--- src/rtl/commit_trace_fifo.sv ---
// commit_trace_fifo
//   Buffers the core's difftest commit stream (one record per committed
//   instruction) in a DEPTH-entry first-word-fall-through FIFO and drains it
//   over a valid/ready trace port. Every push attempt is tagged with a commit
//   sequence number, so the host can spot lost records as gaps in trace_seq_o.
//   Records that arrive while the FIFO is full are counted (saturating) and
//   flagged through a sticky overflow bit.
//
// Ports
//   clk, resetn      core clock, asynchronous active-low reset
//   clear_i          synchronous flush: empties FIFO, zeroes seq/drop/overflow
//   commit_en_i      one instruction committed this cycle
//   pc_i, instr_i    PC and instruction word of the committed instruction
//   trace_valid_o    head record valid
//   trace_ready_i    host accepts head record
//   trace_pc_o       head record PC
//   trace_instr_o    head record instruction word
//   trace_rvc_o      head record is compressed (instr[1:0] != 2'b11)
//   trace_seq_o      head record sequence number
//   count_o          FIFO occupancy
//   drop_cnt_o       records dropped since reset/clear, saturating
//   overflow_o       sticky: at least one record was dropped
module commit_trace_fifo #(
  parameter int unsigned DEPTH = 8,
  parameter int unsigned SEQ_W = 16,
  localparam int unsigned AW = $clog2(DEPTH),
  localparam int unsigned CW = AW + 1
) (
  input  logic             clk,
  input  logic             resetn,
  input  logic             clear_i,
  input  logic             commit_en_i,
  input  logic [31:0]      pc_i,
  input  logic [31:0]      instr_i,
  output logic             trace_valid_o,
  input  logic             trace_ready_i,
  output logic [31:0]      trace_pc_o,
  output logic [31:0]      trace_instr_o,
  output logic             trace_rvc_o,
  output logic [SEQ_W-1:0] trace_seq_o,
  output logic [CW-1:0]    count_o,
  output logic [SEQ_W-1:0] drop_cnt_o,
  output logic             overflow_o
);

  logic [31:0]      pc_mem    [DEPTH];
  logic [31:0]      instr_mem [DEPTH];
  logic [SEQ_W-1:0] seq_mem   [DEPTH];

  logic [AW-1:0]    rd_ptr;
  logic [AW-1:0]    wr_ptr;
  logic [SEQ_W-1:0] seq;

  logic             push;
  logic             pop;
  logic             full;
  logic             accept;
  logic             drop;
  logic             bypass;
  logic             load_head;
  logic [CW-1:0]    cnt_after_pop;
  logic [CW-1:0]    count_nxt;
  logic [AW-1:0]    rd_nxt;
  logic [31:0]      head_pc;
  logic [31:0]      head_instr;
  logic [SEQ_W-1:0] head_seq;

  always_comb begin
    push          = commit_en_i & ~clear_i;
    pop           = trace_valid_o & trace_ready_i;
    full          = (count_o == CW'(DEPTH));
    // A pop in the same cycle frees the slot for a push into a full FIFO.
    accept        = push & (~full | pop);
    drop          = push & full & ~pop;
    cnt_after_pop = count_o - CW'(pop);
    count_nxt     = cnt_after_pop + CW'(accept);
    rd_nxt        = rd_ptr + AW'(pop);
    // Incoming record becomes the head directly when nothing older remains.
    bypass        = accept & (cnt_after_pop == '0);
    // Outputs are registered copies of the head; reload only when the head
    // changes, otherwise they hold (also holds the last record when empty).
    load_head     = bypass | (pop & (count_nxt != '0));
    if (bypass) begin
      head_pc    = pc_i;
      head_instr = instr_i;
      head_seq   = seq;
    end else begin
      head_pc    = pc_mem[rd_nxt];
      head_instr = instr_mem[rd_nxt];
      head_seq   = seq_mem[rd_nxt];
    end
  end

  // Storage array carries no reset; validity is tracked by the pointers/count.
  always_ff @(posedge clk) begin
    if (accept) begin
      pc_mem[wr_ptr]    <= pc_i;
      instr_mem[wr_ptr] <= instr_i;
      seq_mem[wr_ptr]   <= seq;
    end
  end

  always_ff @(posedge clk or negedge resetn) begin
    if (!resetn) begin
      rd_ptr        <= '0;
      wr_ptr        <= '0;
      count_o       <= '0;
      seq           <= '0;
      drop_cnt_o    <= '0;
      overflow_o    <= 1'b0;
      trace_valid_o <= 1'b0;
      trace_pc_o    <= '0;
      trace_instr_o <= '0;
      trace_rvc_o   <= 1'b0;
      trace_seq_o   <= '0;
    end else if (clear_i) begin
      rd_ptr        <= '0;
      wr_ptr        <= '0;
      count_o       <= '0;
      seq           <= '0;
      drop_cnt_o    <= '0;
      overflow_o    <= 1'b0;
      trace_valid_o <= 1'b0;
    end else begin
      if (pop) begin
        rd_ptr <= rd_nxt;
      end
      if (accept) begin
        wr_ptr <= wr_ptr + AW'(1);
      end
      count_o       <= count_nxt;
      trace_valid_o <= (count_nxt != '0);
      if (push) begin
        seq <= seq + SEQ_W'(1);
      end
      if (drop) begin
        overflow_o <= 1'b1;
        if (drop_cnt_o != '1) begin
          drop_cnt_o <= drop_cnt_o + SEQ_W'(1);
        end
      end
      if (load_head) begin
        trace_pc_o    <= head_pc;
        trace_instr_o <= head_instr;
        trace_rvc_o   <= (head_instr[1:0] != 2'b11);
        trace_seq_o   <= head_seq;
      end
    end
  end

endmodule
--- config.mk ---
export PLATFORM = sky130hd
export DESIGN_NAME = commit_trace_fifo
export DESIGN_NICKNAME = d
export VERILOG_FILES = /design/src/rtl/commit_trace_fifo.sv
export SDC_FILE = /design/constraint.sdc
export NUM_CORES = 1
export LEC_CHECK = 0
export CORE_MARGIN = 2
export CORE_UTILIZATION = 66
export CTS_BUF_LIST = sky130_fd_sc_hd__clkbuf_2 sky130_fd_sc_hd__clkbuf_4 sky130_fd_sc_hd__clkbuf_8
export CTS_CLUSTER_DIAMETER = 50
export DETAILED_ROUTE_END_ITERATION = 7
export PLACE_DENSITY = 0.84
export SLEW_MARGIN = 5
export SYNTH_ARGS = -nofsm -noshare
export SYNTH_HDL_FRONTEND = slang
export SYNTH_SLANG_ARGS = --single-unit
--- constraint.sdc ---
create_clock -name clk -period 20.6 [get_ports clk]
set_clock_uncertainty 0.1 [all_clocks]
set_input_delay 4.12 -clock clk [delete_from_list [all_inputs] [get_ports clk]]
set_output_delay 4.12 -clock clk [all_outputs]
set_load 0.02 [all_outputs]
* Word-level counts from Yosys, hierarchy flattened
Memory sizes are Yosys's and may differ from the RTL's. Cells that the tools add are included.
Storage, ports and cells: register bits after elaboration 125, bits in writable memories 640, bits of input ports 69, output and inout port bits 103, logic and storage cells 62, memories kept 3
Operators by class: $add $sub $neg 6, equality and inequality tests 3, mux-type cells 18, bitwise gates (word level) 12, reduce and logical (&&, ||, !) cells 9
Memories:
- instr_mem | words 8, bits a word 32, read ports 1, clocked after memory_dff 0, write ports 1, RTL line 47 | logic [31:0] instr_mem [DEPTH];
- pc_mem | words 8, bits a word 32, read ports 1, clocked after memory_dff 0, write ports 1, RTL line 46 | logic [31:0] pc_mem [DEPTH];
- seq_mem | words 8, bits a word 16, read ports 1, clocked after memory_dff 0, write ports 1, RTL line 48 | logic [SEQ_W-1:0] seq_mem [DEPTH];
Operators with widths (number):
- 16-bit 2-to-1 mux | 6
- 32-bit 2-to-1 mux | 2
- 16-bit by 1-bit adder with 16-bit output, second input constant | 2
- 16-bit inequality test, second input constant | 1
- 3-bit 2-to-1 mux | 4
- 2-bit nonzero test | 5
- 1-bit bitwise AND | 7
- 1-bit 2-to-1 mux | 5
- 4-bit by 1-bit adder with 4-bit output | 1
- 4-bit == test, second input constant | 1
- 4-bit logical NOT | 1
- 4-bit 2-to-1 mux | 1
- 2-bit AND reduction | 2
- 4-bit nonzero test | 1
- 4-bit by 1-bit subtractor with 4-bit output | 1
- 3-bit by 1-bit adder with 3-bit output | 1
- 3-bit by 1-bit adder with 3-bit output, second input constant | 1
- 1-bit NOT | 3
- 2-bit inequality test, second input constant | 1
- 1-bit bitwise OR | 2

* Longest topological paths before layout
Gate-level depths: netlist of the first run.
depth after elaboration 9, mapped depth 13, gate-level depth less buffers 11

* Worst setup path after synthesis of the first run
OpenSTA, ideal clock, no wires.
kind input port to flip-flop, start point in commit_en_i, end point mem instr_mem[0][0] (enable), library setup time 715 ps, arrival 12130 ps, setup slack 7655 ps, cell stages on the path 4, path buffers 1, cell sequence buf_2 -> nand2b_1 -> nand2b_1 -> nor4_1
On the way: word-level cells in the longest chain between the ends 4
RTL lines:
- start: declaration | RTL line 32 | input logic commit_en_i,
- 1-bit bitwise AND | RTL line 69 | push = commit_en_i & ~clear_i;
- 1-bit bitwise AND | RTL line 73 | accept = push & (~full | pop);
- 1-bit 2-to-1 mux | RTL line 96 | if (accept) begin
- 1-bit 2-to-1 mux (implied by the code) | RTL line 98 | instr_mem[wr_ptr] <= instr_i;
- end: declaration | RTL line 47
Every way passes these cells.

* Final worst setup path of the first run
start point in clear_i, end point reg trace_pc_o[21]
On the way: word-level cells in the longest chain between the ends 8, elaborated cells on any way between the ends 10
RTL lines:
- start: declaration | RTL line 31 | input logic clear_i,
- 1-bit NOT (no source line) *
- 1-bit bitwise AND | RTL line 69
- 1-bit bitwise AND | RTL line 73
- 4-bit by 1-bit adder with 4-bit output | RTL line 76 | count_nxt = cnt_after_pop + CW'(accept);
- 4-bit nonzero test | RTL line 82 | load_head = bypass | (pop & (count_nxt != '0));
- 1-bit bitwise AND | RTL line 82
- 1-bit bitwise OR | RTL line 82
- 2-bit AND reduction (no source line)
- end signal: assignment | RTL line 143 | trace_pc_o <= head_pc;
- end: declaration | RTL line 37 | output logic [31:0] trace_pc_o,
Every way passes the cells marked *; elsewhere a longest branch is shown, timed or not. A chain may end at the register's enable or synchronous reset.

==> flow_metrics.env, run 1 <==
export IMPL_ys_ff_latch=765
export IMPL_worst_endpoint_required_ps=21070
export IMPL_rsz0062_at_grt="false"
export IMPL_syn_mean_instance_area_um2=20.86
export IMPL_postSynthNetCount=1528
export IMPL_maxClockFrequency_ghz=0.1239
export IMPL_synth_largest_area_cell="sky130_fd_sc_hd__edfxtp_1"
export IMPL_design_power_total_mw=4.078
export IMPL_wl_per_cell_um=25.47
export IMPL_globalRoute_busiestLayer="met2"
export IMPL_die_area_um2=47570
export IMPL_cts_buffers=113
export IMPL_drt_wl_total_mm=60.84
export IMPL_outcome="finished clean"
export IMPL_met2_routing_resource_usage_after_global_routing_pct=42.43
export IMPL_nets=1766
export IMPL_leakage_nw=11.81
export IMPL_post_route_min_period_ps=8069
export IMPL_share_of_yosys_cell_area_claimed_by_the_top_area_cell_type_pct=63.53
export IMPL_hold_buffers=0
export IMPL_global_route_usage_met1_pct=37.49
export IMPL_seq_area_um2=22350
export IMPL_timing_critical_path_arrival_ps=8540
export IMPL_min_delay_path_class="flip-flop to flip-flop"
export IMPL_ios=172
export IMPL_criticalPathCategory="primary input to flip-flop"
export IMPL_start_util_pct=66.81
export IMPL_synthToLayoutAreaGrowth_pct=15.80
export IMPL_grt_first_pass_wirelength_mm=92.83
export IMPL_clockBufferDepth=3
export IMPL_num_fill_cells=2277
export IMPL_cts_root_buffer="sky130_fd_sc_hd__clkbuf_8"
export IMPL_vias=15050
export IMPL_synthesis_instances=1450
export IMPL_whs_ps=385.0
export IMPL_postLayoutCoreUtil_pct=77.37
export IMPL_die_width_um=218.1
export IMPL_buffer_ports_inserted=171
export IMPL_gr_usage_met3_pct=4.788
export IMPL_violation_count_after_the_first_detailed_routing_iteration=1516
export IMPL_cts_tree="built"
export IMPL_worstSetupEndpointType="flip-flop"
export IMPL_cts_htree_levels=3
export IMPL_post_synth_instance_area_um2=30250
export IMPL_antenna_violations_before_repair=4
export IMPL_route_detailed_drc=0
export IMPL_synth_yosys_warnings=0
export IMPL_fp_row_count=78
export IMPL_overflow=0
export IMPL_slew_violations=0
export IMPL_setup_worst_path_start_class="primary input"
export IMPL_synth_flop_cell="sky130_fd_sc_hd__edfxtp_1"
export IMPL_max_slew_headroom_at_the_worst_pin_pct=21.85
export IMPL_hpwl_mm=31.64
export IMPL_max_slew_worst_pin_slew_ps=1164
export IMPL_weighted_congestion_reported_at_the_end_of_routability_driven_placement=0.7806
export IMPL_clk_insertion_delay_late_ps=710
export IMPL_synthTopCellsByCount="640 x sky130_fd_sc_hd__edfxtp_1, 161 x sky130_fd_sc_hd__mux2_2, 157 x sky130_fd_sc_hd__mux4_2"
export IMPL_synth_yosys_seq_area_share_pct=73.87
export IMPL_floorplan_core_area_um2=45280
export IMPL_route_detailed_vias_per_inst=6.298
export IMPL_cts_clk_slew_worst_paths_ps=60
export IMPL_total_area_of_multi_input_combinational_cells_um2=7625
export IMPL_drt_pass1_iter_count=5
export IMPL_leading_cell_type_by_number_of_instances_after_synthesis="sky130_fd_sc_hd__edfxtp_1"
export IMPL_maxCapViolations=0
export IMPL_power_density_nw_per_um2=116.4
export IMPL_die_y_um=218.1
export IMPL_post_cts_buffers=0
export IMPL_cts_repair_resize_count=0
export IMPL_worstPathMaxFanout=49
export IMPL_synth_cell_type_count=51
export IMPL_finalSetupViolations=0
export IMPL_layout_worst_path_cycle_share_pct=39.17
export IMPL_layout_drive_gt1_share_pct=31.13
export IMPL_clock_sink_count=765
export IMPL_fin_setup_tns_ps=0
export IMPL_post_synth_edffs=640
export IMPL_drtAntennaViolNets=0
export IMPL_finalHoldViolCount=0
export IMPL_first_global_vias=15820
export IMPL_grt_use_total_pct=26.38
export IMPL_peakVddDrop_uv=94.34
export IMPL_netlist_top_cells_area="sky130_fd_sc_hd__edfxtp_1 64%, sky130_fd_sc_hd__mux4_2 12%, sky130_fd_sc_hd__dfrtp_1 10%"
export IMPL_postSynth_asyncResetShare_pct=16.34
export IMPL_grt_max_degree=164
-- power breakdown --
group          total, mW  leakage, nW  switching (mW)  internal [mW]
clock network       1.24         1.26           0.556          0.681
registers           1.88         7.49          0.0719           1.81
logic              0.958         3.05           0.465          0.493
-- cells by family (layout without fill, tap and decap cells) --
| logic type | after synthesis | count (layout) | synth area share (%) |
|---|---|---|---|
| xor+xnor | 28 | 28 | 0.8851 |
| buf+inv | 84 | 420 | 1.245 |
| flops | 765 | 765 | 73.87 |
| fa+ha+maj | 9 | 9 | 0.3722 |
| compound gates | 39 | 39 | 0.8230 |
| simple gates | 125 | 125 | 2.105 |
| other cells | 0 | 3 | 0 |
| mux | 400 | 400 | 20.70 |
-- final timing paths --
check / depth (start not counted) / slack (ps) / to / start
setup / recovery: 13 / 12530 / trace_pc_o[21] / clear_i
hold / removal: 1 / 380 / trace_instr_o[14] / trace_instr_o[14]
setup reg to reg: 12 / 15980 / trace_pc_o[21] / count_o[2]
hold reg to reg: 1 / 380 / trace_instr_o[14] / trace_instr_o[14]
max in group asynchronous: 2 / 15590 / trace_pc_o[25] / resetn
min in group asynchronous: 1 / 3370 / seq[10] / resetn
-- layout make-up --
class / count / area share, %
antenna: 3 / 0.02143
clock buffer: 174 / 5.925
clock inverter: 39 / 0.7786
inverter: 14 / 0.1500
multi-input combinational: 601 / 21.76
sequential: 765 / 63.79
tap: 600 / 2.143
timing repair buffer: 193 / 5.432
-- layer usage --
| metal | up-vias | routed length, um |
|---|---|---|
| met5 | - | 15 |
| met4 | 2 | 1131 |
| met3 | 77 | 4578 |
| met2 | 666 | 30780 |
| met1 | 7893 | 24340 |
| li1 | 6407 | - |
-- flip-flops by register name, summed over array words and instances (netlist names) --
signal / cells
count_o: 4
trace_rvc_o: 1
trace_pc_o: 32
seq: 16
trace_seq_o: 16
overflow_o: 1
rd_ptr: 3
seq_mem: 128
pc_mem: 256
trace_valid_o: 1
instr_mem: 256
wr_ptr: 3
trace_instr_o: 32
drop_cnt_o: 16
-- metrics by stage --
| stage | area, um^2 | std cells | worst slack, ps |
|---|---|---|---|
| 6_report | 35030 | 2389 | 12530 |
| 5_1_grt | 35030 | 2389 | 12270 |
| 4_1_cts | 35030 | 2386 | 12610 |
| 2_1_floorplan | 30250 | 1450 | 7655 |
| 3_3_place_gp | 32680 | 2173 | 12020 |
| 3_5_place_dp | 32680 | 2173 | 11880 |
-- critical path, cell delays in order --
cell                              delay (ps)
sky130_fd_sc_hd__clkdlybuf4s50_1         450
sky130_fd_sc_hd__buf_4                   440
sky130_fd_sc_hd__nand2b_1                190
sky130_fd_sc_hd__nand2b_1                270
sky130_fd_sc_hd__inv_1                   150
sky130_fd_sc_hd__ha_1                    230
sky130_fd_sc_hd__ha_1                    210
sky130_fd_sc_hd__xor3_1                  230
sky130_fd_sc_hd__nor3_1                   70
sky130_fd_sc_hd__o32ai_1                 360
sky130_fd_sc_hd__a21o_4                  550
sky130_fd_sc_hd__buf_4                   770
sky130_fd_sc_hd__mux2_1                  410
-- placed cells by master, fill, tap and decap left out, drive strengths merged, types with 12 or more instances in the layout --
cell,synthesis,layout
mux2,236,236
clkdlybuf4s50,0,170
clkinv,0,30
mux4,157,157
nor2,31,31
xnor2,12,12
xor2,15,15
edfxtp,640,640
inv,14,17
dfrtp,125,125
nand2,29,29
buf,42,23
clkbuf,28,174
(Power assumes the default switching activity.)
==> run 2: changes to the inputs <==
--- a/config.mk
+++ b/config.mk
@@ -6,11 +6,11 @@
 export NUM_CORES = 1
 export LEC_CHECK = 0
 export CORE_MARGIN = 2
-export CORE_UTILIZATION = 66
+export CORE_UTILIZATION = 62
 export CTS_BUF_LIST = sky130_fd_sc_hd__clkbuf_2 sky130_fd_sc_hd__clkbuf_4 sky130_fd_sc_hd__clkbuf_8
 export CTS_CLUSTER_DIAMETER = 50
 export DETAILED_ROUTE_END_ITERATION = 7
-export PLACE_DENSITY = 0.84
+export PLACE_DENSITY = 0.79
 export SLEW_MARGIN = 5
 export SYNTH_ARGS = -nofsm -noshare
 export SYNTH_HDL_FRONTEND = slang
==> constraint.sdc (replaced) <==
create_clock -name clk -period 7.72 [get_ports clk]
set_clock_uncertainty 0.1 [all_clocks]
set_input_delay 1.544 -clock clk [delete_from_list [all_inputs] [get_ports clk]]
set_output_delay 1.544 -clock clk [all_outputs]
set_load 0.02 [all_outputs]
==> flow_metrics.env, run 2 (synthesis gave the netlist of run 1 again) <==
export IMPL_clk_insertion_delay_late_ps=690
export IMPL_power_density_nw_per_um2=310.4
export IMPL_grt_use_total_pct=24.18
export IMPL_first_global_vias=15830
export IMPL_min_delay_path_class="flip-flop to flip-flop"
export IMPL_endpoint_of_the_most_critical_register_to_register_path="trace_instr_o[6]"
export IMPL_layout_worst_path_cycle_share_pct=69.52
export IMPL_violation_count_after_the_first_detailed_routing_iteration=1071
export IMPL_timing_critical_path_arrival_ps=5820
export IMPL_worst_r2r_startpoint="count_o[2]"
export IMPL_worst_endpoint_required_ps=8180
export IMPL_finalNonFillerCells=2414
export IMPL_cts_htree_levels=3
export IMPL_placed_cells=2194
export IMPL_route_detailed_vias_per_inst=6.160
export IMPL_clock_sink_count=765
export IMPL_drtAntennaViolNets=0
export IMPL_grt_max_degree=87
export IMPL_die_width_um=224.9
export IMPL_buffer_ports_inserted=171
export IMPL_leakage_nw=11.88
export IMPL_worst_r2r_cell_count=12
export IMPL_largestRegisters="instr_mem (256), pc_mem (256), seq_mem (128)"
export IMPL_fin_setup_tns_ps=0
export IMPL_criticalPathCategory="primary input to flip-flop"
export IMPL_nets=1774
export IMPL_slew_violations=0
export IMPL_setup_worst_path_start_class="primary input"
export IMPL_leading_cell_type_in_the_layout_fill_and_taps_excluded="sky130_fd_sc_hd__edfxtp_1"
export IMPL_drt_wl_total_mm=59.49
export IMPL_max_slew_worst_pin_slew_ps=1172
export IMPL_weighted_congestion_reported_at_the_end_of_routability_driven_placement=0.8022
export IMPL_hold_buffers=0
export IMPL_vias=14870
export IMPL_overflow=0
export IMPL_max_slew_headroom_at_the_worst_pin_pct=21.32
export IMPL_finalHoldViolCount=0
export IMPL_grt_first_pass_wirelength_mm=91.37
export IMPL_floorplan_core_area_um2=47950
export IMPL_worst_hold_path_endpoint="trace_pc_o[1]"
export IMPL_maxClockFrequency_ghz=0.1863
export IMPL_cts_root_buffer="sky130_fd_sc_hd__clkbuf_8"
export IMPL_worstPathMaxFanout=66
export IMPL_synthToLayoutAreaGrowth_pct=16.54
export IMPL_ios=172
export IMPL_peakVddDrop_uv=253.0
export IMPL_num_fill_cells=2746
export IMPL_drt_pass1_iter_count=5
export IMPL_post_route_min_period_ps=5367
export IMPL_clockBufferDepth=3
export IMPL_whs_ps=385.8
export IMPL_most_common_layout_cells="640 x sky130_fd_sc_hd__edfxtp_1, 170 x sky130_fd_sc_hd__clkdlybuf4s50_1, 161 x sky130_fd_sc_hd__mux2_2, 157 x sky130_fd_sc_hd__mux4_2, 132 x sky130_fd_sc_hd__clkbuf_8"
export IMPL_die_y_um=224.9
export IMPL_wl_per_cell_um=24.64
export IMPL_start_util_pct=63.10
export IMPL_cts_tree="built"
export IMPL_cts_repair_resize_count=0
export IMPL_hold_path_cell_count=1
export IMPL_cts_buffers=115
export IMPL_die_area_um2=50580
export IMPL_regToRegSetupSlack_ps=3320
export IMPL_pre_cts_slack_ps=1667
export IMPL_maxCapViolations=0
export IMPL_layout_drive_gt1_share_pct=31.54
export IMPL_design_power_total_mw=10.94
export IMPL_outcome="finished clean"
export IMPL_finalSetupViolations=0
export IMPL_worstHoldStart="trace_pc_o[1]"
export IMPL_rsz0062_at_grt="false"
export IMPL_cts_clk_slew_worst_paths_ps=60
export IMPL_hpwl_mm=31.17
export IMPL_post_route_worst_setup_slack_ps=2353
export IMPL_worstSetupEndpointType="flip-flop"
export IMPL_post_cts_buffers=0
export IMPL_fp_row_count=80
export IMPL_antenna_violations_before_repair=2
export IMPL_route_detailed_drc=0
-- run 2: cell count changes in the layout (fill, tap and decap cells not counted), moves of 2 or more --
| cell | delta |
|---|---|
| sky130_fd_sc_hd__clkbuf_4 | -10 |
| sky130_fd_sc_hd__clkbuf_8 | +9 |
| sky130_fd_sc_hd__buf_12 | +5 |
| sky130_fd_sc_hd__clkinv_2 | +4 |
| sky130_fd_sc_hd__clkinvlp_4 | +3 |
| sky130_fd_sc_hd__diode_2 | -2 |
| sky130_fd_sc_hd__inv_6 | -2 |
-- run 2: metrics by stage --
stage | instance area [um^2] | util, %
3_5_place_dp | 32820 | 68.45
2_1_floorplan | 30260 | -
6_report | 35260 | 73.53
4_1_cts | 35250 | 73.53
3_3_place_gp | 32820 | 68.45
5_1_grt | 35260 | 73.53
-- run 2: power breakdown --
group / leakage, nW / internal [mW] / switching, mW / total, mW
Clock: 1.29 / 1.87 / 1.50 / 3.37
Sequential: 7.49 / 4.83 / 0.188 / 5.02
Combinational: 3.09 / 1.34 / 1.22 / 2.56
-- run 2: cell type report --
class                           count  area [um^2]  area share, %
Antenna cell                        1        2.502       0.007098
Clock buffer                      173         2125          6.026
Clock inverter                     46        310.3         0.8801
Inverter                           14        52.55         0.1491
Multi-Input combinational cell    601         7640          21.67
Sequential cell                   765        22350          63.38
Tap cell                          615        769.5          2.183
Timing Repair Buffer              199         2011          5.703
-- run 2: worst max-delay path, stage by stage --
cell and delay, ps:
sky130_fd_sc_hd__clkdlybuf4s50_1 460, sky130_fd_sc_hd__buf_4 430, sky130_fd_sc_hd__nand2b_1 200, sky130_fd_sc_hd__nand2b_1 300
sky130_fd_sc_hd__inv_1 150, sky130_fd_sc_hd__ha_1 220, sky130_fd_sc_hd__ha_1 210, sky130_fd_sc_hd__xor3_1 220
sky130_fd_sc_hd__nor3_1 70, sky130_fd_sc_hd__o32ai_1 370, sky130_fd_sc_hd__a21o_4 870, sky130_fd_sc_hd__buf_4 380
sky130_fd_sc_hd__mux2_1 350
-- run 2: worst max-delay path by stage --
stage | start | endpoint | slack (ps) | depth (start not counted)
floorplan | commit_en_i | instr_mem[4][0] | -510 | 4
global placement | clear_i | trace_instr_o[17] | 1800 | 13
detailed placement | clear_i | trace_instr_o[4] | 1670 | 13
CTS | clear_i | trace_instr_o[6] | 2390 | 13
global route | clear_i | trace_instr_o[6] | 2130 | 13
finish | clear_i | trace_instr_o[6] | 2350 | 13
-- run 2: metal layers --
layer	part of all wire (%)	track usage, %	vias up
met5	0	0	-
met4	2.0	7.883	0
met3	5.6	3.859	95
met2	51	39.82	478
met1	42	33.81	7867
li1	-	-	6430
